[src/rtl/mem_burst_master.sv]
// Burst controller for a single-port synchronous RAM: accepts read/write burst
// commands and walks wrapping addresses, hiding the RAM's one-cycle read latency.
module mem_burst_master #(
    parameter int DW   = 8,
    parameter int AW   = 5,
    parameter int LENW = 6
) (
    input  logic            clk,
    input  logic            rst,
    input  logic            cmd_valid,
    output logic            cmd_ready,
    input  logic            cmd_wr,
    input  logic [AW-1:0]   cmd_addr,
    input  logic [LENW-1:0] cmd_len,
    input  logic            wdata_valid,
    output logic            wdata_ready,
    input  logic [DW-1:0]   wdata,
    output logic            rdata_valid,
    output logic [DW-1:0]   rdata,
    output logic            busy,
    output logic            done,
    output logic            mem_wr_re,
    output logic [AW-1:0]   mem_addr,
    output logic [DW-1:0]   mem_din,
    input  logic [DW-1:0]   mem_dout
);

    typedef enum logic [1:0] {
        S_IDLE  = 2'd0,
        S_WRITE = 2'd1,
        S_READ  = 2'd2,
        S_DONE  = 2'd3
    } state_t;

    localparam logic [AW-1:0]   ADDR_ONE = AW'(1);
    localparam logic [LENW-1:0] LEN_ONE  = LENW'(1);
    localparam logic [LENW-1:0] LEN_ZERO = LENW'(0);

    state_t          state_q, state_d;
    logic [AW-1:0]   cur_addr_q, cur_addr_d;
    logic [LENW-1:0] remaining_q, remaining_d;
    logic            rd_pend_q, rd_pend_d;
    logic            beat_s;

    assign beat_s = (state_q == S_WRITE) && wdata_valid;

    // Next-state, address walk and beat counting
    always_comb begin
        state_d     = state_q;
        cur_addr_d  = cur_addr_q;
        remaining_d = remaining_q;
        rd_pend_d   = 1'b0;
        case (state_q)
            S_IDLE: begin
                if (cmd_valid) begin
                    cur_addr_d  = cmd_addr;
                    remaining_d = cmd_len;
                    if (cmd_len == LEN_ZERO) begin
                        state_d = S_DONE;
                    end else if (cmd_wr) begin
                        state_d = S_WRITE;
                    end else begin
                        state_d = S_READ;
                    end
                end else begin
                    state_d = S_IDLE;
                end
            end
            S_WRITE: begin
                if (wdata_valid) begin
                    cur_addr_d  = cur_addr_q + ADDR_ONE;
                    remaining_d = remaining_q - LEN_ONE;
                    if (remaining_q == LEN_ONE) begin
                        state_d = S_DONE;
                    end else begin
                        state_d = S_WRITE;
                    end
                end else begin
                    state_d = S_WRITE;
                end
            end
            S_READ: begin
                // every READ cycle issues a RAM read whose data returns next cycle
                cur_addr_d  = cur_addr_q + ADDR_ONE;
                remaining_d = remaining_q - LEN_ONE;
                rd_pend_d   = 1'b1;
                if (remaining_q == LEN_ONE) begin
                    state_d = S_DONE;
                end else begin
                    state_d = S_READ;
                end
            end
            S_DONE: begin
                state_d = S_IDLE;
            end
            default: begin
                state_d = S_IDLE;
            end
        endcase
    end

    // State and datapath registers
    always_ff @(posedge clk or posedge rst) begin
        if (rst) begin
            state_q     <= S_IDLE;
            cur_addr_q  <= '0;
            remaining_q <= '0;
            rd_pend_q   <= 1'b0;
        end else begin
            state_q     <= state_d;
            cur_addr_q  <= cur_addr_d;
            remaining_q <= remaining_d;
            rd_pend_q   <= rd_pend_d;
        end
    end

    // rst gates cmd_ready so no handshake can be seen while reset is held
    assign cmd_ready   = (state_q == S_IDLE) && !rst;
    assign wdata_ready = (state_q == S_WRITE);
    assign busy        = (state_q != S_IDLE);
    assign done        = (state_q == S_DONE);
    assign mem_wr_re   = beat_s;
    assign mem_addr    = cur_addr_q;
    assign mem_din     = beat_s ? wdata : '0;
    assign rdata_valid = rd_pend_q;
    assign rdata       = mem_dout;

endmodule

[config.mk]
export PLATFORM = sky130hd
export DESIGN_NAME = mem_burst_master
export DESIGN_NICKNAME = d
export VERILOG_FILES = /design/src/rtl/mem_burst_master.sv
export SDC_FILE = /design/constraint.sdc
export NUM_CORES = 1
export LEC_CHECK = 0
export CAP_MARGIN = 15
export CORE_ASPECT_RATIO = 1.75
export CORE_MARGIN = 4
export CORE_UTILIZATION = 39
export CTS_CLUSTER_DIAMETER = 150
export DETAILED_ROUTE_END_ITERATION = 16
export PLACE_DENSITY = 0.92
export RECOVER_POWER = 25
export SYNTH_ARGS = -nofsm -noshare
export SYNTH_HDL_FRONTEND = slang
export SYNTH_SLANG_ARGS = --single-unit
export TNS_END_PERCENT = 100
[constraint.sdc]
create_clock -name clk -period 2 [get_ports clk]
set_input_delay 0.4 -clock clk [delete_from_list [all_inputs] [get_ports clk]]
set_output_delay 0.4 -clock clk [all_outputs]
set_load 0.005 [all_outputs]
==> results of run 1 <==
==> per-layer routing <==
| metal | wire length [microns] | vias up | GRT usage [%] |
|---|---|---|---|
| li1 | - | 521 | - |
| met1 | 1120 | 537 | 19.6 |
| met2 | 1920 | 44 | 33.7 |
| met3 | 221 | 7 | 4.82 |
| met4 | 58 | 0 | 6.47 |
| met5 | 0 | - | 0 |
==> cell families (layout without fill, tap and decap cells) <==
family                     count (synthesis)  in the layout  share of synthesized area, %
AOI/OAI and AO/OA                         31             31                          23.6
buffers and inverters                     24             67                          11.2
adders and majority gates                  9              9                          10.3
muxes                                      4              4                          3.88
and+or+nand+nor                           37             37                          19.2
DFF                                       14             14                          31.9
==> through the flow <==
stage | TNS (ns) | worst slack (ns) | hold slack, ns | cells
final | 0 | 0.110 | 0.535 | 189
after global routing | -0.00385 | -0.00282 | 0.581 | 189
after CTS | 0 | 0.0000498 | 0.545 | 189
after detailed placement | -0.874 | -0.121 | 0.532 | 182
after global placement | -0.478 | -0.0588 | 0.520 | 182
after floorplan | 0 | 0.349 | 0.289 | 119
==> repair_timing <==
action / 4_1_cts / 5_1_grt
setup buffers: 3 / 0
hold buffers: 0 / 0
resized for setup: 7 / 12
setup endpoints to repair: 11 / 11
==> power breakdown <==
group          switching [mW]  internal [mW]
Sequential              0.157          0.428
Combinational           0.683          0.785
Clock                   0.112          0.175
Total                   0.952           1.39
==> registers in the layout, summed over array words and instances, names as in the netlist <==
register and flops:
rdata_valid 1, state_q 2, mem_addr 5, remaining_q 6
==> how the worst min path moves through the flow <==
stage                     cells after the start      startpoint        endpoint
final                                         2             rst      state_q[0]
after global routing                          1  remaining_q[3]  remaining_q[3]
after CTS                                     2             rst      state_q[0]
after detailed placement                      2  remaining_q[5]  remaining_q[5]
after global placement                        2  remaining_q[5]  remaining_q[5]
after floorplan                               1             rst     mem_addr[0]
==> cell usage in the layout (no fill, tap or decap), types with 4 or more instances in the layout <==
cell and count:
and3_1 8, buf_4 12, clkbuf_8 4, clkdlybuf4s50_1 28, dfrtp_1 14, dlymetal6s2s_1 11, ha_1 8, inv_1 7
nand2_1 5, nor2_1 6, nor2b_1 5, o22ai_1 4
==> critical path, stage by stage (launching register included) <==
cell     delay (ns)
dfrtp_1        0.43
ha_4           0.22
buf_4          0.14
nor2b_1        0.15
or3_1          0.49
o31ai_1        0.35
==> area by class of cell <==
class | count | area, sq um
fill | 212 | 1040
multi-input combinational | 81 | 639
timing repair buffer | 54 | 534
sequential | 14 | 350
clock buffer | 4 | 55.1
inverter | 9 | 33.8
tap | 27 | 33.8
==> key figures, run 1 <==
Global routing
  • Gr usage total: between 10% and 20%
  • Gr ovfl total: 0
  • Number of global-route vias before repair: 1,182
  • First-pass GRT wire length: approximately 5.2 mm
  • Largest net degree at the start of global routing: 15
  • Initial antenna violation count: 0

Placement
  • Hpwl dp: 2.50 mm
  • Area after DPL: about 0.0015 sq mm
  • Final RePlAce weighted congestion: 0.786
  • I/O Buffers: 42

Worst setup path
  • Reg-to-Reg End: mem_addr[0]
  • Worst setup SP type: register
  • Worst R2R Setup Slack: ~0.11 ns
  • Critical Path Fanout Max: 10
  • Crit path from: state_q[0]
  • Crit end category: register
  • Crit path DAT: between 2 and 2.5 ns
  • FF-to-FF Start: state_q[0]
  • CP required: ~2.1 ns
  • R2R cell count: 5
  • WS Path Type: register to register
  • Critical Path End: mem_addr[0]

Timing
  • Slew HR: roughly three fifths
  • Count of final setup violators: 0
  • Max Clock Skew: about 0.0021 ns
  • F_max: around 530 MHz
  • Final cycle utilization of the critical path: approximately 94%
  • Worst-margin pin slew: roughly 0.57 ns
  • Hold Vio Cnt, Final: 0
  • Final Max Slew Viols: 0
  • Min cycle time layout: roughly 1.9 ns

Clock tree
  • CTS Buf Count: 3
  • Clock sinks: 14
  • Clk_lat worst skew: 0.25 ns
  • Clk slew on worst S/H paths: around 0.06 ns
  • CTS H-tree lvls: 1
  • Clock root cell: clkbuf_8
  • CTS tree: yes
  • Maximum root-to-sink buffer count: 2

Logic synthesis
  • FFs w/ async S/R, synth: 100%
  • Leading area contributor after synthesis: dfrtp_1
  • Mapped Nets: 160
  • Yosys reg bits: 14
  • Synth Flop Type: dfrtp_1
  • Top post-synthesis cells by area: dfrtp_1, ha_1, buf_4, and3_1, inv_1
  • Warnings from Yosys: 0
  • Avg Cell Area, Syn: roughly 9.2 sq um
  • Post-synth top cells: dfrtp_1, ha_1, inv_1
  • Post-synth top area share: 31.9%
  • Yosys cell types: 35
  • Top-count cell post-synth: dfrtp_1
  • Seq/Total Area, Yosys: between 30% and 40%
  • Gate Count Post-Synth: between 100 and 150
  • Netlist Area Pre-Place: around 0.0011 sq mm
  • Number of enable flip-flop cells after synthesis: 0

Floorplan
  • Die area: between 0.003 and 0.004 sq mm
  • Top-level port count: 59
  • Die H: 78.2 microns
  • Core ar.: between 0.002 and 0.003 sq mm
  • Starting Density: 40.8%
  • Row count: 25
  • Die Span X: just under 50 microns

Pwr
  • PwrDens: around 1400 mW/mm^2
  • Maximum vdd drop: ~900 uV
  • Power Total: 2.34 mW
  • Pleak: 0.903 nW

Routing
  • Via count: ~1.1k
  • Number of DRC markers in iteration 0: 36
  • Final WL: 3.32 mm
  • Wirelength per Cell: about 18 microns
  • Vias/cell: 5.87
  • DRT Pass-1 Iters: 4
  • ANT nets after route: 0
  • Post-route DRC: 0

Final layout
  • Core Util, Final: between 60% and 70%
  • Share of layout cells above drive strength 1: 16.7%
  • Ant diodes: 0
  • Area Growth Syn to Fin: 50.1%
  • Fin area: approximately 0.0016 sq mm
  • Layout Nets: between 200 and 250

Run
  • Max_cap viols: 0

Worst hold path
  • Min-delay worst type: primary input to asynchronous set/reset pin

Outcome
  • Status: complete, no violations
Power figures use the tool's default switching activity.
==> run 2, diff against run 1 <==
- GPL_TIMING_DRIVEN: not set -> 1
- HOLD_SLACK_MARGIN: not set -> 0.08
==> results of run 2 <==
Same layout as run 1: the final DEF is identical, and so are final timing and power.
